`src/rtl/pipe_hazard_ctrl.sv`:
```
// pipe_hazard_ctrl: stall/flush scheduler for the 5-stage pipeline.
// Combines load-use, MDU occupancy, data-memory wait and exception flush
// into per-segment stall/refresh controls. Owns the MDU occupancy FSM and
// the pending-flush latch.
// Optional macro PIPE_HAZARD_PERF_EN adds saturating stall/flush counters.
//
// Handshake note: data_data_ok qualifies an outstanding mem_data_req; a
// cycle with mem_data_req=1 and data_data_ok=0 is a wait cycle, and the
// cycle where both are 1 completes the access and releases the pipeline.
module pipe_hazard_ctrl #(
   parameter int MULT_LAT = 2,
   parameter int DIV_LAT  = 33,
   parameter int CNT_W    = 6
) (
   input  logic             clk,
   input  logic             resetn,
   input  logic             id_rs_ren,
   input  logic             id_rt_ren,
   input  logic [4:0]       id_rs,
   input  logic [4:0]       id_rt,
   input  logic             ex_regwen,
   input  logic [4:0]       ex_wreg,
   input  logic             ex_load,
   input  logic             ex_cp0ren,
   input  logic             ex_mult,
   input  logic             ex_div,
   input  logic             mem_data_req,
   input  logic             data_data_ok,
   input  logic             exc_flush,
   output logic             pc_stall,
   output logic             if_id_stall,
   output logic             id_ex_stall,
   output logic             ex_mem_stall,
   output logic             mem_wb_stall,
   output logic             if_id_refresh,
   output logic             id_ex_refresh,
   output logic             ex_mem_refresh,
   output logic             mdu_busy,
   output logic [1:0]       md_state_dbg,
   output logic [CNT_W-1:0] md_count_dbg
`ifdef PIPE_HAZARD_PERF_EN
   ,
   output logic [31:0]      perf_stall_cnt,
   output logic [15:0]      perf_flush_cnt
`endif
);

   typedef enum logic [1:0] {
      MD_IDLE = 2'd0,
      MD_RUN  = 2'd1,
      MD_DONE = 2'd2
   } md_state_t;

   localparam logic [CNT_W-1:0] MULT_LOAD = CNT_W'(MULT_LAT - 1);
   localparam logic [CNT_W-1:0] DIV_LOAD  = CNT_W'(DIV_LAT - 1);
   localparam logic [CNT_W-1:0] CNT_ONE   = CNT_W'(1);
   localparam logic [CNT_W-1:0] CNT_ZERO  = '0;

   md_state_t        md_state, md_state_nxt;
   logic [CNT_W-1:0] md_count, md_count_nxt;
   logic             flush_pend, flush_pend_nxt;

   logic             mem_wait;
   logic             flush_now;
   logic             md_req;
   logic             md_hold;
   logic             lu;
   logic [CNT_W-1:0] md_load;

   assign mem_wait  = mem_data_req & ~data_data_ok;
   assign flush_now = (exc_flush | flush_pend) & ~mem_wait;
   assign md_req    = ex_mult | ex_div;
   // The DONE cycle releases EX so the MDU op advances and cannot restart.
   assign md_hold   = md_req & (md_state != MD_DONE);
   assign md_load   = ex_div ? DIV_LOAD : MULT_LOAD;
   assign lu        = ex_regwen & (ex_load | ex_cp0ren) & (ex_wreg != 5'd0) &
                      ((id_rs_ren & (id_rs == ex_wreg)) |
                       (id_rt_ren & (id_rt == ex_wreg)));

   assign md_state_dbg = md_state;
   assign md_count_dbg = md_count;

   // State register for the MDU FSM and the pending-flush latch.
   always_ff @(posedge clk or negedge resetn) begin
      if (!resetn) begin
         md_state   <= MD_IDLE;
         md_count   <= CNT_ZERO;
         flush_pend <= 1'b0;
      end else begin
         md_state   <= md_state_nxt;
         md_count   <= md_count_nxt;
         flush_pend <= flush_pend_nxt;
      end
   end

   // Next-state logic: a flush aborts the MDU; a flush seen during a
   // memory wait is parked until the wait ends.
   always_comb begin
      md_state_nxt   = md_state;
      md_count_nxt   = md_count;
      flush_pend_nxt = flush_pend;

      if (flush_now) begin
         flush_pend_nxt = 1'b0;
      end else if (exc_flush && mem_wait) begin
         flush_pend_nxt = 1'b1;
      end

      if (flush_now) begin
         md_state_nxt = MD_IDLE;
         md_count_nxt = CNT_ZERO;
      end else begin
         case (md_state)
            MD_IDLE: begin
               if (md_req && !mem_wait) begin
                  if (md_load == CNT_ZERO) begin
                     md_state_nxt = MD_DONE;
                     md_count_nxt = CNT_ZERO;
                  end else begin
                     md_state_nxt = MD_RUN;
                     md_count_nxt = md_load;
                  end
               end
            end
            MD_RUN: begin
               if (md_count <= CNT_ONE) begin
                  md_state_nxt = MD_DONE;
                  md_count_nxt = CNT_ZERO;
               end else begin
                  md_count_nxt = md_count - CNT_ONE;
               end
            end
            MD_DONE: begin
               md_state_nxt = MD_IDLE;
               md_count_nxt = CNT_ZERO;
            end
            default: begin
               md_state_nxt = MD_IDLE;
               md_count_nxt = CNT_ZERO;
            end
         endcase
      end
   end

   // Output priority: flush > mem wait > MDU hold > load-use. Outputs are
   // forced low while reset is held, independent of the other inputs.
   always_comb begin
      pc_stall       = 1'b0;
      if_id_stall    = 1'b0;
      id_ex_stall    = 1'b0;
      ex_mem_stall   = 1'b0;
      mem_wb_stall   = 1'b0;
      if_id_refresh  = 1'b0;
      id_ex_refresh  = 1'b0;
      ex_mem_refresh = 1'b0;
      mdu_busy       = 1'b0;
      if (resetn) begin
         mdu_busy = (md_state != MD_IDLE);
         if (flush_now) begin
            if_id_refresh  = 1'b1;
            id_ex_refresh  = 1'b1;
            ex_mem_refresh = 1'b1;
         end else if (mem_wait) begin
            pc_stall     = 1'b1;
            if_id_stall  = 1'b1;
            id_ex_stall  = 1'b1;
            ex_mem_stall = 1'b1;
            mem_wb_stall = 1'b1;
         end else if (md_hold) begin
            pc_stall       = 1'b1;
            if_id_stall    = 1'b1;
            id_ex_stall    = 1'b1;
            ex_mem_refresh = 1'b1;
         end else if (lu) begin
            pc_stall      = 1'b1;
            if_id_stall   = 1'b1;
            id_ex_refresh = 1'b1;
         end
      end
   end

`ifdef PIPE_HAZARD_PERF_EN
   // Saturating counters of PC-stall cycles and flushes.
   always_ff @(posedge clk or negedge resetn) begin
      if (!resetn) begin
         perf_stall_cnt <= '0;
         perf_flush_cnt <= '0;
      end else begin
         if (pc_stall && (perf_stall_cnt != '1)) begin
            perf_stall_cnt <= perf_stall_cnt + 32'd1;
         end
         if (flush_now && (perf_flush_cnt != '1)) begin
            perf_flush_cnt <= perf_flush_cnt + 16'd1;
         end
      end
   end
`endif

endmodule

```
`config.mk`:
```
export PLATFORM = sky130hd
export DESIGN_NAME = pipe_hazard_ctrl
export DESIGN_NICKNAME = d
export VERILOG_FILES = /design/src/rtl/pipe_hazard_ctrl.sv
export SDC_FILE = /design/constraint.sdc
export NUM_CORES = 1
export LEC_CHECK = 0
export CORE_ASPECT_RATIO = 1.2
export CORE_MARGIN = 2
export CORE_UTILIZATION = 30
export CTS_CLUSTER_DIAMETER = 30
export DETAILED_ROUTE_END_ITERATION = 10
export PLACE_DENSITY = 0.68
export SKIP_CTS_REPAIR_TIMING = 1
export SLEW_MARGIN = 10
export SYNTH_ARGS = -nofsm -noshare
export SYNTH_HDL_FRONTEND = slang
export SYNTH_SLANG_ARGS = --single-unit
```
`constraint.sdc`:
```
create_clock -name clk -period 1.5 [get_ports clk]
set_input_delay 0.15 -clock clk [delete_from_list [all_inputs] [get_ports clk]]
set_output_delay 0.15 -clock clk [all_outputs]
set_load 0.01 [all_outputs]
```
== Word level (Yosys, flattened, before mapping) ==
Index checks and enable logic that the tools add are counted.

* Flip-flop bits (word level): 9
* Input bits: 27
* Output and inout bits: 17
* Word-level logic and storage cells: 69

* $add $sub $neg: 1
* $lt $le $gt $ge: 1
* Eq/ne operators: 6
* Mux-type cells: 35
* Bitwise logic cells: 14
* Reduce and logical (&&, ||, !) cells: 9

{| class="wikitable"
|+ Operators with widths
! cell !! number
|-
| 2-to-1 mux 6 bit || 5
|-
| 2-to-1 mux 1 bit || 24
|-
| case mux 6 bit (2 select lines) || 1
|-
| == test 5 bit || 2
|-
| AND 1 bit || 8
|-
| 2-to-1 mux 2 bit || 4
|-
| <= comparator 6 x 1 -> 1 bit (second input constant) || 1
|-
| zero test 6 bit || 1
|-
| inequality test 3 bit (second input constant) || 2
|-
| subtractor 6 x 1 -> 6 bit (second input constant) || 1
|-
| nonzero test 5 bit || 1
|-
| bitwise OR 1 bit || 4
|-
| case mux 2 bit (2 select lines) || 1
|-
| nonzero test 2 bit || 2
|-
| == test 2 x 1 -> 1 bit (second input constant) || 1
|-
| logical AND 1 bit || 2
|-
| zero test 2 bit || 1
|-
| inequality test 2 bit (second input constant) || 1
|-
| NOT 1 bit || 2
|-
| AND reduction 2 bit || 1
|-
| zero test 1 bit || 1
|}

== Longest topological paths before layout ==
Gate-level depths: netlist of run 1.

* Depth in word-level cells: 9
* Mapped depth: 6

== Worst setup path after synthesis of run 1 ==
OpenSTA, ideal clock, no wires.

* Path kind: register -> register
* Start: register md_count[0], in the netlist md_count_dbg[0]
* End: register md_count[3], in the netlist md_count_dbg[3]
* Setup time: 121 ps
* Arrival time: 1,420 ps
* Setup slack: -41 ps
* Cell stages (with the launch flop): 7
* Path buffers: 0
* Path through: dfrtp_1 inv_1 ha_1 nor2_1 nor4b_4 o32ai_1 a22o_1

* Word-level cells in the longest chain between the ends: 4
* Elaborated cells on any way between the ends: 5
* Classes of those cells: add/sub: 1; order compare: 1; mux: 3

{| class="wikitable"
|+ Ends and longest elaborated chain
! element !! RTL line !! RTL
|-
| start, declared || 60 || <nowiki>logic [CNT_W-1:0] md_count, md_count_nxt;</nowiki>
|-
| start signal, assigned || 91 || <nowiki>md_count <= md_count_nxt;</nowiki>
|-
| subtractor 6 x 1 -> 6 bit / <= comparator 6 x 1 -> 1 bit (equally long branches) || 130, 126 ||
|-
| 2-to-1 mux 6 bit * || 126 || <nowiki>if (md_count <= CNT_ONE) begin</nowiki>
|-
| case mux 6 bit (2 select lines) * || 113 || <nowiki>case (md_state)</nowiki>
|-
| 2-to-1 mux 6 bit * || 109 || <nowiki>if (flush_now) begin</nowiki>
|}

Mark *: on every way between the ends. The rest lies on a longest branch, timed or not.
A chain may end at the register's enable or synchronous reset.

== Worst setup path in the final report of run 1 ==
* Start: register md_state[1], in the netlist md_state_dbg[1]
* End: output if_id_stall

* Word-level cells in the longest chain between the ends: 6

{| class="wikitable"
|+ Ends and longest elaborated chain
! element !! RTL line !! RTL
|-
| start, declared || 59 || <nowiki>md_state_t md_state, md_state_nxt;</nowiki>
|-
| start signal, assigned || 90 || <nowiki>md_state <= md_state_nxt;</nowiki>
|-
| inequality test 2 bit || 74 || <nowiki>assign md_hold = md_req & (md_state != MD_DONE);</nowiki>
|-
| AND 1 bit || 74 ||
|-
| 2-to-1 mux 1 bit || 169 || <nowiki>end else if (md_hold) begin</nowiki>
|-
| 2-to-1 mux 1 bit || 163 || <nowiki>end else if (mem_wait) begin</nowiki>
|-
| 2-to-1 mux 1 bit || 159 || <nowiki>if (flush_now) begin</nowiki>
|-
| 2-to-1 mux 1 bit || 157 || <nowiki>if (resetn) begin</nowiki>
|-
| end, declared || 31 || <nowiki>output logic if_id_stall,</nowiki>
|}

Every way passes these cells.

==> metrics.md, run 1 <==
| Metric | Value |
|---|---|
| Largest net degree at the start of global routing | `10` |
| Final WL | `roughly 2800 µm` |
| Top-count cell post-synth | `nor2_1` |
| Area delta synth->final | `105%` |
| TritonCTS clock tree | `built` |
| PD cells | `about 1600 nW/µm²` |
| Die width | `49.9 µm` |
| Asr flop ratio synth | `100%` |
| CP max-delay cell | `dfrtp_1` |
| Routed Antenna Nets | `0` |
| Layout cells sized above 1 | `roughly two fifths` |
| Setup repair after global routing missed its margin | `yes` |
| Buffers & Inverters on Critical Path | `2` |
| Initial core utilization | `between 30% and 40%` |
| DR vias | `912` |
| FP Rows | `19` |
| Post-DP Area | `1380 µm²` |
| Leak | `0.856 nW` |
| Dpl hpwl | `1980 µm` |
| Yosys reg bits | `9` |
| Outcome | `finished, violations left` |
| Pins over their slew limit | `0` |
| Clock buffer depth | `2` |
| Placer Congestion | `around 0.86` |
| Final setup fails | `9` |
| CTS sink count | `9` |
| CP delay by family, top | `compound AO/OA/AOI/OAI gates` |
| Max frequency | `a little over 600 MHz` |
| Ys Warns | `0` |
| Critical Path End | `if_id_stall` |
| Post-Layout Cell Count | `184` |
| Worst R2R End | `md_count_dbg[3]` |
| Total GRT Usage | `between 15 and 20%` |
| Final worst path period share | `108%` |
| Initial antenna violation count | `0` |
| DIE AREA | `2950 µm²` |
| Worst Tran Pin Value | `0.328 ns` |
| Reg-to-reg startpoint | `md_count_dbg[1]` |
| Placed Instances | `between 150 and 200` |
| CP Capture Type | `output port` |
| Total Nets Final | `approximately 180` |
| Sw frac | `40.5%` |
| Sequential share of the synthesized area | `29.7%` |
| Internal | `approximately 1.4 mW` |
| Post-synth EDFFs | `0` |
| R2R depth | `7` |
| WP data arrival | `1.48 ns` |
| Sw power | `between 0.9 and 1 mW` |
| First-pass GRT wire length | `3920 µm` |
| DRT iter0 DRCs | `18` |
| Post-Syn Nets | `112` |
| Synth top cells by count | `10 x nor2_1, 9 x dfrtp_1, 9 x xor2_1` |
| Via/cell ratio | `a little under 5` |
| Design Area, Final | `around 1600 µm²` |
| Final min period | `1.63 ns` |
| Core area | `2350 µm²` |
| Syn_area_per_cell | `9.15 µm²` |
| Worst min path class | `in -> async` |
| Critical-path cell list | `inv_2 > o221a_1 > o21a_1 > o21bai_1 > buf_2` |
| Io pins | `44` |
| Top_reg_cell synth | `dfrtp_1` |
| Worst Path Max Fanout | `3` |
| Number of distinct standard cells referenced by the synthesized netlist | `35` |
| Worst-Skew Late Latency | `0.27 ns` |
| H-Tree Depth | `1` |
| Port buffer count | `43` |
| Synth Cell Area | `759 µm²` |
| Wire length per cell | `15.0 µm` |
| Max-Cap Viols | `0` |
| CP startpoint kind | `flip-flop` |
| Vias in the first global route | `878` |
| Overflow after GRT | `0` |
| Clock Root Buffer | `clkbuf_4` |
| FF-to-FF setup slack | `-0.08 ns` |
| Critical path class | `reg -> out` |
| Combinational power share | `72.4%` |
| Worst vdd ir | `around 1.6 mV` |
| CP Data Required Time | `1.35 ns` |
| Pre-antenna DRT Iters | `4` |
| Failing checks | `setup timing` |
| Clock slew at reported path FFs | `about 0.070 ns` |
| Slowest stage delay, CP | `about 0.37 ns` |
| # diodes | `0` |
| Slew HR | `78.0%` |
| Area contributors post-synth | `dfrtp_1 30%, xor2_1 10%, nor2_1 4.9%, xnor2_1 3.5%, ha_1 3.3%` |
| Final hold violations | `0` |
| Flop pwr share | `about 20%` |
| Die height | `59.1 µm` |
| Cell taking the most area after synthesis | `dfrtp_1` |
| Clk pwr share | `7.9%` |
| Worst setup startpoint | `md_state_dbg[1]` |
| Syn Inst Count | `83` |
| Clk_skew | `0.00761 ns` |
| Top cell type's share of synthesized area | `a little under 30%` |
| Num CTS Buffers | `3` |
| DRC | `0` |
| Setup slack after layout | `-0.126 ns` |
| Crit path depth | `5` |
[placed cells by master, fill, tap and decap left out, types with 3 or more instances in the layout]
cell | Yosys | final
dfrtp_1 | 9 | 7
xnor2_1 | 3 | 3
dlymetal6s2s_1 | 0 | 20
xor2_1 | 9 | 8
clkdlybuf4s50_1 | 0 | 18
buf_4 | 2 | 25
inv_2 | 0 | 3
clkbuf_4 | 0 | 3
nor2_1 | 10 | 8
nand2_1 | 4 | 4
buf_2 | 0 | 3
[power by group through the flow]
stage / clock network [mW] / registers [mW] / logic [mW]
final: 0.191 / 0.477 / 1.75
after global routing: 0.221 / 0.489 / 1.89
after CTS: 0.197 / 0.451 / 1.41
after detailed placement: 0 / 0.455 / 1.41
after floorplan: 0 / 0.512 / 0.694
after global placement: 0 / 0.450 / 1.37
[layout make-up]
cell class | instances | area (µm²)
clock buffers | 4 | 26.3
fillers | 189 | 793
repair buffers | 68 | 649
flip-flops and latches | 9 | 228
multi-input cells | 68 | 603
well taps | 31 | 38.8
inverters | 4 | 15.0
[per-stage QoR]
step           hold slack (ns)  setup TNS, ns  util [%]  worst slack, ns  power (mW)
6_report                0.0757         -0.497      66.3           -0.126        2.42
3_3_place_gp             0.572          -4.60      58.5           -0.621        1.82
4_1_cts                  0.443          -4.17      59.6           -0.760        2.06
5_1_grt                  0.102          -1.05      66.3           -0.186        2.60
2_1_floorplan           -0.146        -0.0186         -          -0.0159        1.21
3_5_place_dp             0.578          -5.40      58.5           -0.755        1.86
[tightest hold or removal path: stages]
cell            delay, ns
dlymetal6s2s_1       0.21
buf_4                0.16
buf_4                0.17
[layer usage]
| metal | wire length, µm | track usage (%) | vias to the layer above |
|---|---|---|---|
| li1 | - | - | 441 |
| met1 | 1020 | 19.1 | 419 |
| met2 | 1550 | 33.5 | 48 |
| met3 | 174 | 3.03 | 4 |
| met4 | 24 | 7.54 | 0 |
| met5 | 0 | 0 | - |
[worst min-delay path by stage]
stage	end	slack, ns	depth (start not counted)
after floorplan	flush_pend	-0.15	0
after detailed placement	md_count_dbg[3]	0.58	1
after global routing	md_count_dbg[3]	0.10	3
after global placement	md_count_dbg[3]	0.57	1
after CTS	md_count_dbg[3]	0.44	3
final	md_count_dbg[3]	0.08	3
[cell families after synthesis]
logic type,after synthesis,synth area share (%)
flops,9,29.7
compound gates,23,24.5
fa+ha+maj,2,3.29
buf+inv,6,3.95
simple gates,31,24.7
xor+xnor,12,13.8
[sequential cells by signal, indices dropped and copies added (netlist names)]
name          cells
flush_pend        1
md_state_dbg      2
md_count_dbg      6
Power figures use the tool's default switching activity.
==> run 2, diff against run 1 <==
--- a/config.mk
+++ b/config.mk
@@ -6,12 +6,12 @@
 export NUM_CORES = 1
 export LEC_CHECK = 0
 export CORE_ASPECT_RATIO = 1.2
-export CORE_MARGIN = 2
 export CORE_UTILIZATION = 30
 export CTS_CLUSTER_DIAMETER = 30
 export DETAILED_ROUTE_END_ITERATION = 10
-export PLACE_DENSITY = 0.68
+export PLACE_DENSITY = 0.66
 export SKIP_CTS_REPAIR_TIMING = 1
+export SKIP_LAST_GASP = 1
 export SLEW_MARGIN = 10
 export SYNTH_ARGS = -nofsm -noshare
 export SYNTH_HDL_FRONTEND = slang
==> constraint.sdc (replaced) <==
create_clock -name clk -period 1.9 [get_ports clk]
set_input_delay 0.19 -clock clk [delete_from_list [all_inputs] [get_ports clk]]
set_output_delay 0.19 -clock clk [all_outputs]
set_load 0.01 [all_outputs]
==> metrics.md, run 2 (same netlist as run 1, synthesis figures left out) <==
| Metric | Value |
|---|---|
| Outcome | `finished, final reports clean` |
| TritonCTS clock tree | `built` |
| Leading cell type in the layout, fill and taps excluded | `clkdlybuf4s50_1` |
| Max-Cap Viols | `0 (unchanged)` |
| CP Capture Type | `output port` |
| Setup slack after layout | `0.129 ns (+0.254 ns)` |
| Post-Layout Cell Count | `173 (-6.0%)` |
| Final min period | `1.77 ns` |
| Placed Instances | `168 (-4.5%)` |
| Slew HR | `76.7% (-1.3 points)` |
| Initial core utilization | `32.3% (unchanged)` |
| Clk_skew | `0.00907 ns (+0.00146 ns)` |
| Area delta synth->final | `82.9%` |
| Clock slew at reported path FFs | `0.07 ns (about the same)` |
| Pre-CTS WS | `-0.420 ns (+0.335 ns)` |
| Slowest stage delay, CP | `0.41 ns (+0.04 ns)` |
| Clock Root Buffer | `clkbuf_4` |
| Critical path class | `in -> out` |
| Leak | `0.716 nW (-16%)` |
| Routed Antenna Nets | `0 (unchanged)` |
| Commonest non-fill, non-tap cells in the layout | `30 x clkdlybuf4s50_1, 13 x buf_4, 12 x dlymetal6s2s_1` |
| Pre-antenna DRT Iters | `4 (unchanged)` |
| Wire length per cell | `14.4 µm (-4.3%)` |
| DIE AREA | `2740 µm² (-7.3%)` |
| FP Rows | `19 (unchanged)` |
| Worst min path class | `in -> async` |
| PD cells | `1090 nW/µm² (-30%)` |
| Worst-Skew Late Latency | `0.28 ns (about the same)` |
| CTS sink count | `9 (unchanged)` |
| Num CTS Buffers | `3 (unchanged)` |
| CP max-delay cell | `clkdlybuf4s50_1` |
| Final hold violations | `0 (unchanged)` |
| Total GRT Usage | `19.2% (+1.6 points)` |
| Worst Path Max Fanout | `2 (-1)` |
| DRC | `0 (unchanged)` |
| Final core occ | `59.0% (-7.3 points)` |
| Max frequency | `564 MHz` |
| Setup repair after global routing missed its margin | `no` |
| DR vias | `870 (-4.6%)` |
| Layout cells sized above 1 | `18.3% (-20 points)` |
| Clock buffer depth | `2 (unchanged)` |
| Dpl hpwl | `1900 µm (-4.1%)` |
| Die width | `47.9 µm (-4.0%)` |
| CP startpoint kind | `input pin` |
| Io pins | `44 (unchanged)` |
| Worst vdd ir | `0.991 mV (-38%)` |
| Buffers & Inverters on Critical Path | `2 (unchanged)` |
| # diodes | `0 (unchanged)` |
| DRT iter0 DRCs | `28 (+10)` |
| Max FFs per register | `6 (unchanged)` |
| Core area | `2350 µm² (unchanged)` |
| First-pass GRT wire length | `3710 µm (-5.5%)` |
| Overflow after GRT | `0 (unchanged)` |
| Port buffer count | `43 (unchanged)` |
| Pins over their slew limit | `0 (unchanged)` |
| CP Data Required Time | `1.71 ns (+0.36 ns)` |
| Final setup fails | `0 (-9)` |
| H-Tree Depth | `1 (unchanged)` |
| Vias in the first global route | `895 (+1.9%)` |
| Total Nets Final | `172 (-6.0%)` |
| Via/cell ratio | `5.03 (+1.5%)` |
| Worst Tran Pin Value | `0.347 ns (+0.0189 ns)` |
| CP delay by family, top | `buffers and inverters` |
| WP data arrival | `1.58 ns (+0.10 ns)` |
| Placer Congestion | `0.816 (-4.7%)` |
| Critical-path cell list | `clkdlybuf4s50_1 > xor2_1 > nor4_1 > a32oi_1 > o21bai_1 > dlymetal6s2s_1` |
| Initial antenna violation count | `0 (unchanged)` |
| Final WL | `2490 µm (-10%)` |
| Largest net degree at the start of global routing | `10 (unchanged)` |
| Final worst path period share | `93.2%` |
| Die height | `57.1 µm (-3.4%)` |
run 2: cell types whose count changed in the layout (fill, tap and decap cells not counted), moves of 3 or more:
cell             change
dlymetal6s2s_1       -8
inv_2                -3
clkdlybuf4s50_1     +12
inv_1                +3
buf_4               -12
run 2: report_power, final:
part           internal, mW  switching [mW]
sequential            0.268           0.110
clock                0.0816          0.0828
combinational         0.529           0.448
run 2: path summary, 6_finish.rpt:
path	startpoint	end	slack, ns	cells after the start
min reg2reg	md_count_dbg[1]	md_count_dbg[1]	0.58	1
min	resetn	md_count_dbg[0]	0.23	2
max in group asynchronous	resetn	md_state_dbg[1]	1.41	3
max reg2reg	md_count_dbg[1]	md_count_dbg[3]	0.24	6
min in group clk	md_count_dbg[1]	md_count_dbg[1]	0.58	1
max	id_rs[3]	if_id_stall	0.13	6
run 2: per-layer routing:
| layer | GRT usage, % | routed length [µm] | share of wire, % | vias up |
|---|---|---|---|---|
| li1 | - | - | - | 417 |
| met1 | 19.8 | 918 | 37 | 405 |
| met2 | 33.0 | 1290 | 52 | 43 |
| met3 | 5.70 | 235 | 9.4 | 5 |
| met4 | 9.92 | 42 | 1.7 | 0 |
| met5 | 0 | 0 | 0 | - |
run 2: area by class of cell:
type                    instances  area, µm²
flip-flops and latches          9        225
repair buffers                 57        573
inverters                       4       15.0
fillers                       207        965
multi-input cells              68        510
well taps                      31       38.8
clock buffers                   4       26.3
run 2: through the flow:
stage                     area, µm²  power, mW  TNS, ns  hold slack (ns)
final                          1390       1.52        0            0.229
after global routing           1390       1.63        0            0.235
after CTS                      1350       1.51    -1.30            0.244
after detailed placement       1320       1.34    -1.18            0.539
after global placement         1320       1.31   -0.896            0.516
after floorplan                 759      0.937        0           -0.106
